**config.mk**
```make
export PLATFORM = sky130hd
export DESIGN_NAME = uart_word_rx
export DESIGN_NICKNAME = d
export VERILOG_FILES = /design/src/rtl/uart_word_rx_pkg.sv /design/src/rtl/uart_word_rx_baud_tick.sv /design/src/rtl/uart_word_rx.sv
export SDC_FILE = /design/constraint.sdc
export NUM_CORES = 1
export LEC_CHECK = 0
export CELL_PAD_IN_SITES_DETAIL_PLACEMENT = 0
export CELL_PAD_IN_SITES_GLOBAL_PLACEMENT = 1
export CORE_ASPECT_RATIO = 1.5
export CORE_MARGIN = 8
export CORE_UTILIZATION = 45
export CTS_BUF_LIST = sky130_fd_sc_hd__clkbuf_8
export CTS_CLUSTER_SIZE = 25
export DETAILED_ROUTE_END_ITERATION = 10
export GPL_ROUTABILITY_DRIVEN = 0
export MAX_ROUTING_LAYER = met4
export PLACE_DENSITY_LB_ADDON = 0.1
export SLEW_MARGIN = 20
export SYNTH_ARGS = -nofsm -noshare
export SYNTH_HDL_FRONTEND = slang
export SYNTH_SLANG_ARGS = --single-unit
```
**constraint.sdc**
```tcl
create_clock -name clk -period 2.58 [get_ports clk]
set_input_delay 0.387 -clock clk [delete_from_list [all_inputs] [get_ports clk]]
set_output_delay 0.387 -clock clk [all_outputs]
set_load 0.1 [all_outputs]
```
**src/rtl/uart_word_rx_pkg.sv**
```systemverilog
// -----------------------------------------------------------------------------
// uart_word_rx_pkg
//   Shared definitions for the oversampled UART word receiver:
//     - receive FSM state encoding
//     - oversampling / majority-vote sample positions
//     - byte-count width
//     - helpers that derive the tick divider and its counter width
//   The transmit side reuses baud_div/div_width so both directions agree on
//   the tick period for a given FREQ/BAUD pair.
// -----------------------------------------------------------------------------
package uart_word_rx_pkg;

    // Receive FSM states.
    typedef enum logic [2:0] {
        ST_IDLE  = 3'd0,
        ST_START = 3'd1,
        ST_DATA  = 3'd2,
        ST_STOP  = 3'd3,
        ST_BREAK = 3'd4
    } rx_state_t;

    // Sub-tick counter covers one bit period of 16 ticks.
    localparam int unsigned SUB_W = 4;

    // Sub-tick positions of the three majority-vote samples; the bit value
    // is decided on the tick of the last one.
    localparam logic [SUB_W-1:0] SAMPLE_A = 4'd7;
    localparam logic [SUB_W-1:0] SAMPLE_B = 4'd8;
    localparam logic [SUB_W-1:0] SAMPLE_C = 4'd9;

    // byte_count port width; supports up to 8 bytes per word.
    localparam int unsigned COUNT_W = 3;

    // Clocks per oversampling tick, truncated.
    function automatic int unsigned baud_div(input int unsigned freq,
                                             input int unsigned baud,
                                             input int unsigned oversample);
        return freq / (baud * oversample);
    endfunction

    // Width of a counter running 0..div-1 (at least one bit).
    function automatic int unsigned div_width(input int unsigned div);
        return (div > 1) ? $clog2(div) : 1;
    endfunction

    // Two-out-of-three vote.
    function automatic logic maj3(input logic a, input logic b, input logic c);
        return (a & b) | (a & c) | (b & c);
    endfunction

    // Divider value at the default 12 MHz / 9600 baud / 16x operating point.
    localparam int unsigned DEFAULT_DIV = baud_div(12000000, 9600, 16);

endpackage

```
**src/rtl/uart_word_rx_baud_tick.sv**
```systemverilog
// -----------------------------------------------------------------------------
// uart_baud_tick
//   Oversampling tick generator. A counter runs 0..DIV-1 and tick is high for
//   the single clock in which the counter sits at DIV-1, giving one pulse
//   every DIV clocks. While clear is high the counter is held at 0 and tick
//   is suppressed, so releasing clear restarts the tick phase from scratch.
//
// Ports
//   clk    in  1  system clock
//   nrst   in  1  synchronous active-low reset
//   clear  in  1  hold counter at 0, no ticks
//   tick   out 1  one-clock pulse every DIV clocks
// -----------------------------------------------------------------------------
module uart_baud_tick
    import uart_word_rx_pkg::*;
#(
    parameter int unsigned DIV = 78
) (
    input  logic clk,
    input  logic nrst,
    input  logic clear,
    output logic tick
);

    localparam int unsigned CNT_W = div_width(DIV);
    localparam logic [CNT_W-1:0] LAST = CNT_W'(DIV - 1);

    logic [CNT_W-1:0] cnt;

    always_ff @(posedge clk) begin
        if (!nrst || clear) begin
            cnt <= '0;
        end else if (cnt == LAST) begin
            cnt <= '0;
        end else begin
            cnt <= cnt + 1'b1;
        end
    end

    assign tick = !clear && (cnt == LAST);

endmodule

```
**src/rtl/uart_word_rx.sv**
```systemverilog
// -----------------------------------------------------------------------------
// uart_word_rx
//   Oversampled 8N1 UART receiver that packs BYTES received bytes into one
//   word (first byte in the MSBs) and presents it on a valid/ready output.
//   rx is synchronised by two flops, each bit is sampled three times around
//   its centre (sub-ticks 7, 8, 9 of 16) and decided by majority vote.
//
// Ports
//   clk         in   1   system clock
//   nrst        in   1   synchronous active-low reset
//   rx          in   1   asynchronous serial input, idle high
//   word_out    out  W   assembled word (W = 8*BYTES)
//   word_valid  out  1   word_out holds an unconsumed word
//   word_ready  in   1   downstream accepts the word
//   byte_count  out  3   bytes held in the current partial word
//   busy        out  1   receive FSM not idle
//   frame_err   out  1   one-clock pulse: stop bit sampled low
//   overrun     out  1   one-clock pulse: completed word dropped
//
// Output handshake: a word transfers on any clock where word_valid and
// word_ready are both high. word_out never changes while word_valid is high
// except when a transfer and a new word load coincide, in which case the new
// word replaces the old one and word_valid stays high. word_ready with
// word_valid low is ignored.
// -----------------------------------------------------------------------------
module uart_word_rx
    import uart_word_rx_pkg::*;
#(
    parameter int unsigned FREQ       = 12000000,
    parameter int unsigned BAUD       = 9600,
    parameter int unsigned OVERSAMPLE = 16,
    parameter int unsigned BYTES      = 4
) (
    input  logic               clk,
    input  logic               nrst,
    input  logic               rx,
    output logic [8*BYTES-1:0] word_out,
    output logic               word_valid,
    input  logic               word_ready,
    output logic [2:0]         byte_count,
    output logic               busy,
    output logic               frame_err,
    output logic               overrun
);

    localparam int unsigned W   = 8 * BYTES;
    localparam int unsigned DIV = baud_div(FREQ, BAUD, OVERSAMPLE);
    localparam logic [COUNT_W-1:0] LAST_BYTE = COUNT_W'(BYTES - 1);

    // ---------------------------------------------------------------------
    // rx synchroniser; reset to the idle (high) line level.
    // ---------------------------------------------------------------------
    logic rx_meta;
    logic rxs;

    always_ff @(posedge clk) begin
        if (!nrst) begin
            rx_meta <= 1'b1;
            rxs     <= 1'b1;
        end else begin
            rx_meta <= rx;
            rxs     <= rx_meta;
        end
    end

    // ---------------------------------------------------------------------
    // Tick generator: free-running only while a frame is being sampled, so
    // every frame starts with the tick phase aligned to its start edge.
    // ---------------------------------------------------------------------
    rx_state_t state;
    rx_state_t state_next;
    logic      tick;
    logic      tick_clear;

    assign tick_clear = (state == ST_IDLE) || (state == ST_BREAK);

    uart_baud_tick #(
        .DIV(DIV)
    ) u_baud_tick (
        .clk  (clk),
        .nrst (nrst),
        .clear(tick_clear),
        .tick (tick)
    );

    // ---------------------------------------------------------------------
    // Sub-tick counter, majority sampler and data shift register.
    // ---------------------------------------------------------------------
    logic [SUB_W-1:0] st;
    logic [2:0]       bit_idx;
    logic             samp_a;
    logic             samp_b;
    logic [7:0]       rx_byte;
    logic             decide;
    logic             bit_val;

    // The third sample is the live rxs value on the deciding tick.
    assign decide  = tick && (st == SAMPLE_C);
    assign bit_val = maj3(samp_a, samp_b, rxs);

    // ---------------------------------------------------------------------
    // FSM: state register
    // ---------------------------------------------------------------------
    always_ff @(posedge clk) begin
        if (!nrst) begin
            state <= ST_IDLE;
        end else begin
            state <= state_next;
        end
    end

    // ---------------------------------------------------------------------
    // FSM: next state. State changes happen on the deciding tick, i.e. in
    // the middle of a bit; st keeps counting through the rest of that bit,
    // so the next decision lands in the middle of the following bit.
    // ---------------------------------------------------------------------
    always_comb begin
        state_next = state;
        case (state)
            ST_IDLE: begin
                if (!rxs) state_next = ST_START;
            end
            ST_START: begin
                // A start bit that reads high at its centre was a glitch.
                if (decide) state_next = bit_val ? ST_IDLE : ST_DATA;
            end
            ST_DATA: begin
                if (decide && (bit_idx == 3'd7)) state_next = ST_STOP;
            end
            ST_STOP: begin
                // Returning to IDLE mid-stop-bit lets the next start edge be
                // seen as early as possible.
                if (decide) state_next = bit_val ? ST_IDLE : ST_BREAK;
            end
            ST_BREAK: begin
                if (rxs) state_next = ST_IDLE;
            end
            default: begin
                state_next = ST_IDLE;
            end
        endcase
    end

    // ---------------------------------------------------------------------
    // FSM: outputs / datapath strobes
    // ---------------------------------------------------------------------
    logic shift_en;
    logic byte_done;
    logic stop_bad;

    always_comb begin
        busy      = (state != ST_IDLE);
        shift_en  = (state == ST_DATA) && decide;
        byte_done = (state == ST_STOP) && decide && bit_val;
        stop_bad  = (state == ST_STOP) && decide && !bit_val;
    end

    always_ff @(posedge clk) begin
        if (!nrst) begin
            st      <= '0;
            bit_idx <= '0;
            samp_a  <= 1'b1;
            samp_b  <= 1'b1;
            rx_byte <= '0;
        end else if (state == ST_IDLE) begin
            st      <= '0;
            bit_idx <= '0;
        end else if (tick) begin
            // 4-bit counter: 15 rolls over to 0 at the bit boundary.
            st <= st + 1'b1;
            if (st == SAMPLE_A) samp_a <= rxs;
            if (st == SAMPLE_B) samp_b <= rxs;
            if (shift_en) begin
                // LSB arrives first, so shift in from the top.
                rx_byte <= {bit_val, rx_byte[7:1]};
                bit_idx <= bit_idx + 3'd1;
            end
        end
    end

    // ---------------------------------------------------------------------
    // Packer and output register.
    // ---------------------------------------------------------------------
    logic [W-1:0] asm_word;
    logic [W-1:0] asm_next;
    logic         last_byte;

    generate
        if (BYTES > 1) begin : g_multi
            assign asm_next = {asm_word[W-9:0], rx_byte};
        end else begin : g_single
            assign asm_next = rx_byte;
        end
    endgenerate

    assign last_byte = (byte_count == LAST_BYTE);

    always_ff @(posedge clk) begin
        if (!nrst) begin
            asm_word   <= '0;
            byte_count <= '0;
            word_out   <= '0;
            word_valid <= 1'b0;
            frame_err  <= 1'b0;
            overrun    <= 1'b0;
        end else begin
            frame_err <= stop_bad;
            overrun   <= 1'b0;

            if (word_valid && word_ready) begin
                word_valid <= 1'b0;
            end

            // Frame errors leave the partial word untouched.
            if (byte_done) begin
                asm_word <= asm_next;
                if (last_byte) begin
                    byte_count <= '0;
                    // Loading wins over the clear above when both happen.
                    if (!word_valid || word_ready) begin
                        word_out   <= asm_next;
                        word_valid <= 1'b1;
                    end else begin
                        overrun <= 1'b1;
                    end
                end else begin
                    byte_count <= byte_count + 3'd1;
                end
            end
        end
    end

endmodule

```
==> run summary <==
Dividing the detail-routed wire length by the instance count gives 14.54 um. The number of fill cells in the layout was 743; the fraction of final layout cells with drive strength greater than 1 was 17.44%. In this run the remaining antenna-violating nets after routing total 0. Minimum clock period after layout: 2281 ps. Across the routed clock network, the largest skew measured is 8.214 ps.

The top-level I/O count is 43. The tightest min-delay check is of the reg2reg type. Counting flops with an async set or reset pin after synthesis yields a share of 0%. Number of hold violations in the final report: 0.

Power density of the placed cells: 574.2 mW/mm^2. Delay contributed by the slowest stage of the critical path: 690 ps. In this run the worst setup path begins at u_baud_tick.cnt[0]$_SDFF_PP0_. The slowest stage of the critical path is the sky130_fd_sc_hd__or4_4 cell. The endpoint type of the worst setup path was a register.

The clock root buffer master is sky130_fd_sc_hd__clkbuf_8. Die footprint: 0.01108 mm^2. Once detailed placement completed, the half-perimeter wirelength came to 5013 um. Summing every instance area after synthesis gives 0.003565 mm^2. The number of clock buffers added by TritonCTS is 9. The core region is 0.007858 mm^2. The run finished with clean final reports. The vias per cell is 4.996, and the number of port buffers is 42.

Adding up every negative setup slack in the final design gives 0 ps. Setup repair after global routing left no endpoint under its margin. Summing all flip-flop and latch instances after layout gives 0.001822 mm^2.

After clock tree synthesis, the clock-pin slew on the worst setup and hold paths is 80 ps. The worst path uses 88.39% of the clock period. CTS built an H-tree with a depth of 3. Highest attainable clock frequency: 0.4385 GHz. The tools report the total of endpoints with negative setup slack in the final report as 0. The multi-input combinational cells in the finished layout cover a total of 0.001573 mm^2. The synthesized net count is 356. STA classifies the critical path startpoint as a register. The run gives 2 as the maximum number of buffers from clock root to sink. Clock latency on the worst-skew pair, taken at its later pin, is 350 ps. The total overflow left after global routing is 0.

The per-instance average area after synthesis was 10.36 um^2. The via count of the first global-routing pass was 2395; the die span in x was 88.67 um. In the global route stage, overall resource usage came out at 13.85%.

For the endpoint arrival time on the critical path, the log shows 2570 ps. Counting flops and latches in the post-synthesis netlist gives 91. The completed layout was analyzed and its total power is 0.002384 W. Reg-to-reg startpoint: u_baud_tick.cnt[0]$_SDFF_PP0_. The layout net count was 397. Synthesis produced a netlist whose cell count is 344. For this design, the sink count on the clock tree is 91. For the worst setup path, the data required time is 2870 ps.

The number of core rows was 40. Total DRC errors in the routed layout: 0. At the pin with the least slew margin, the transition time is 654.2 ps. At the end of the flow the core is filled with cells to 52.85%. Traced cell by cell, the critical path runs through ha_1 > nand4bb_1 > or4_4 > nor2_8 > buf_12 > mux2i_1. The post-CTS setup buffer count is 0. The top fanout value on the critical path came out at 14. By startpoint and endpoint, the worst setup path is classified as reg2reg. In this design, the largest share of critical-path delay is due to simple AND/OR/NAND/NOR gates. Source of the worst hold timing path: rx_meta$_SDFF_PN1_. The effective utilization at floorplan is 45.37%.

The detailed router placed 2473 vias in this run. Critical path buffer and inverter count: 1. The most common cell after layout, fill and taps aside was sky130_fd_sc_hd__dfxtp_1.

In this run the static leakage power is 1.535 nW. The tools report the max-capacitance violation count as 0. Measured along the y axis, the die boundary spans 125.0 um. After clock tree synthesis, the repair step resized 0 gates.

The number of violations reported at the end of detailed-routing iteration 0 is 80. Leaving out fill and tap cells, the most frequent cells in the layout are sky130_fd_sc_hd__dfxtp_1 (91), sky130_fd_sc_hd__nand2_1 (73), sky130_fd_sc_hd__mux2i_1 (68). The count of pins over their slew limit was 0. The run gives 0 as the number of warnings reported in the yosys synthesis log. The wire length of the first global-routing pass came out at 11730 um. For the quantity of hold-fixing buffers added after cts, the log shows 0. In this run, distinct cell masters in the synthesized netlist total 40. The most instantiated flip-flop cell in the synthesis netlist was sky130_fd_sc_hd__dfxtp_1. 0 antenna diodes ended up in the layout.

The worst slew margin relative to its limit was 56.15%; the share of synthesized area occupied by flip-flops and latches was 51.11%. TritonCTS built the clock tree. The maximum number of pins on one net before global-route repair was 63; the maximum vdd ir drop was 0.3367 mV.

The total detailed-routing wirelength is 7197 um, and the relative area change from synthesis to final layout is 16.50%. The pre-antenna-repair detailed-routing pass consisted of 4 iterations. The initial antenna violation count was 0; the number of enable flip-flop cells after synthesis was 0.
==> synthesized netlist by cell type (2+ instances only) <==
cell type                  number  share of area, %
sky130_fd_sc_hd__buf_1          2              0.21
sky130_fd_sc_hd__mux2i_1       68                19
sky130_fd_sc_hd__buf_12         3               1.7
sky130_fd_sc_hd__a21oi_1        5              0.70
sky130_fd_sc_hd__o21ai_0        4              0.56
sky130_fd_sc_hd__nand2b_1       4              0.70
sky130_fd_sc_hd__nor2_1        17               1.8
sky130_fd_sc_hd__nor4_1         2              0.35
sky130_fd_sc_hd__nand2_1       73               7.7
sky130_fd_sc_hd__nor2_8         2               1.1
sky130_fd_sc_hd__inv_1          8              0.84
sky130_fd_sc_hd__nand4_1        6               1.1
sky130_fd_sc_hd__dfxtp_1       91                51
sky130_fd_sc_hd__xor2_1         4              0.98
sky130_fd_sc_hd__nor3_1         3              0.42
sky130_fd_sc_hd__nand3b_1       2              0.42
sky130_fd_sc_hd__nor2b_1        2              0.35
sky130_fd_sc_hd__a31o_2         4              0.98
sky130_fd_sc_hd__buf_6          3              0.95
sky130_fd_sc_hd__nand3_1        3              0.42
sky130_fd_sc_hd__ha_1           8               2.8
sky130_fd_sc_hd__and3_1         2              0.35
sky130_fd_sc_hd__clkbuf_1       7              0.74
sky130_fd_sc_hd__or3_1          4              0.70
sky130_fd_sc_hd__xnor2_1        2              0.49
==> stage by stage <==
stage / setup slack (ps) / hold slack, ps / area, um^2 / cells
floorplan: 284.9 / 386.3 / 3565 / 344
global placement: 362.6 / 403.0 / 3961 / 479
detailed placement: 277.3 / 395.8 / 3961 / 479
CTS: 275.7 / 416.5 / 4153 / 495
global route: 112.9 / 444.9 / 4153 / 495
finish: 299.5 / 412.0 / 4153 / 495
==> cell type report <==
cell class / instances / area share [%]
clock inverter: 3 / 0.3013
clock buffer: 13 / 4.309
timing repair buffer: 47 / 9.762
multi-input combinational: 228 / 37.87
tap: 105 / 3.164
inverter: 8 / 0.7231
sequential: 91 / 43.87
==> per-layer routing <==
| layer | GRT usage, % | wire length (um) |
|---|---|---|
| met2 | 22.70 | 3779 |
| met3 | 2.426 | 205 |
| met4 | 7.508 | 134 |
| met1 | 15.26 | 3078 |
| met5 | - | 0 |
==> cell families (layout without fill, tap and decap cells) <==
| logic type | count (synthesis) | count (layout) | synth area share (%) |
|---|---|---|---|
| and+or+nand+nor | 126 | 126 | 16.85 |
| DFF | 91 | 91 | 51.11 |
| muxes | 68 | 68 | 19.09 |
| buffers and inverters | 25 | 71 | 4.774 |
| AOI/OAI and AO/OA | 19 | 19 | 3.615 |
| adders and majority gates | 9 | 9 | 3.089 |
| xor gates and xnor gates | 6 | 6 | 1.474 |
==> registers in the layout (all words and copies together), names as in the netlist <==
| register | flops |
|---|---|
| state | 3 |
| samp_a | 1 |
| rx_meta | 1 |
| frame_err | 1 |
| rxs | 1 |
| asm_word | 24 |
| rx_byte | 8 |
| bit_idx | 3 |
| word_out | 32 |
| byte_count | 3 |
| u_baud_tick.cnt | 7 |
| word_valid | 1 |
| overrun | 1 |
| samp_b | 1 |
| st | 4 |
==> path summary, 6_finish.rpt <==
check,to,slack [ps],cells after the start
setup / recovery,word_out[4]$_SDFFE_PN0P_,300,6
hold / removal,rxs$_SDFF_PN1_,410,1
setup reg to reg,word_out[4]$_SDFFE_PN0P_,300,6
hold reg to reg,rxs$_SDFF_PN1_,410,1
==> report_power, final <==
| part | internal [W] | leakage (nW) | total (W) | switching (W) |
|---|---|---|---|---|
| clock network | 0.000448 | 0.108 | 0.000924 | 0.000476 |
| registers | 0.00141 | 0.733 | 0.00141 | 0.00000561 |
| logic | 0.0000129 | 0.693 | 0.0000490 | 0.0000361 |
| total | 0.00187 | 1.53 | 0.00238 | 0.000517 |
==> worst reg2reg max path, cell delays in order, from the launching register on <==
cell	delay, ps
sky130_fd_sc_hd__dfxtp_1	400
sky130_fd_sc_hd__ha_1	170
sky130_fd_sc_hd__nand4bb_1	260
sky130_fd_sc_hd__or4_4	690
sky130_fd_sc_hd__nor2_8	290
sky130_fd_sc_hd__buf_12	210
sky130_fd_sc_hd__mux2i_1	190
No activity file was read; power rests on OpenSTA's default activity.
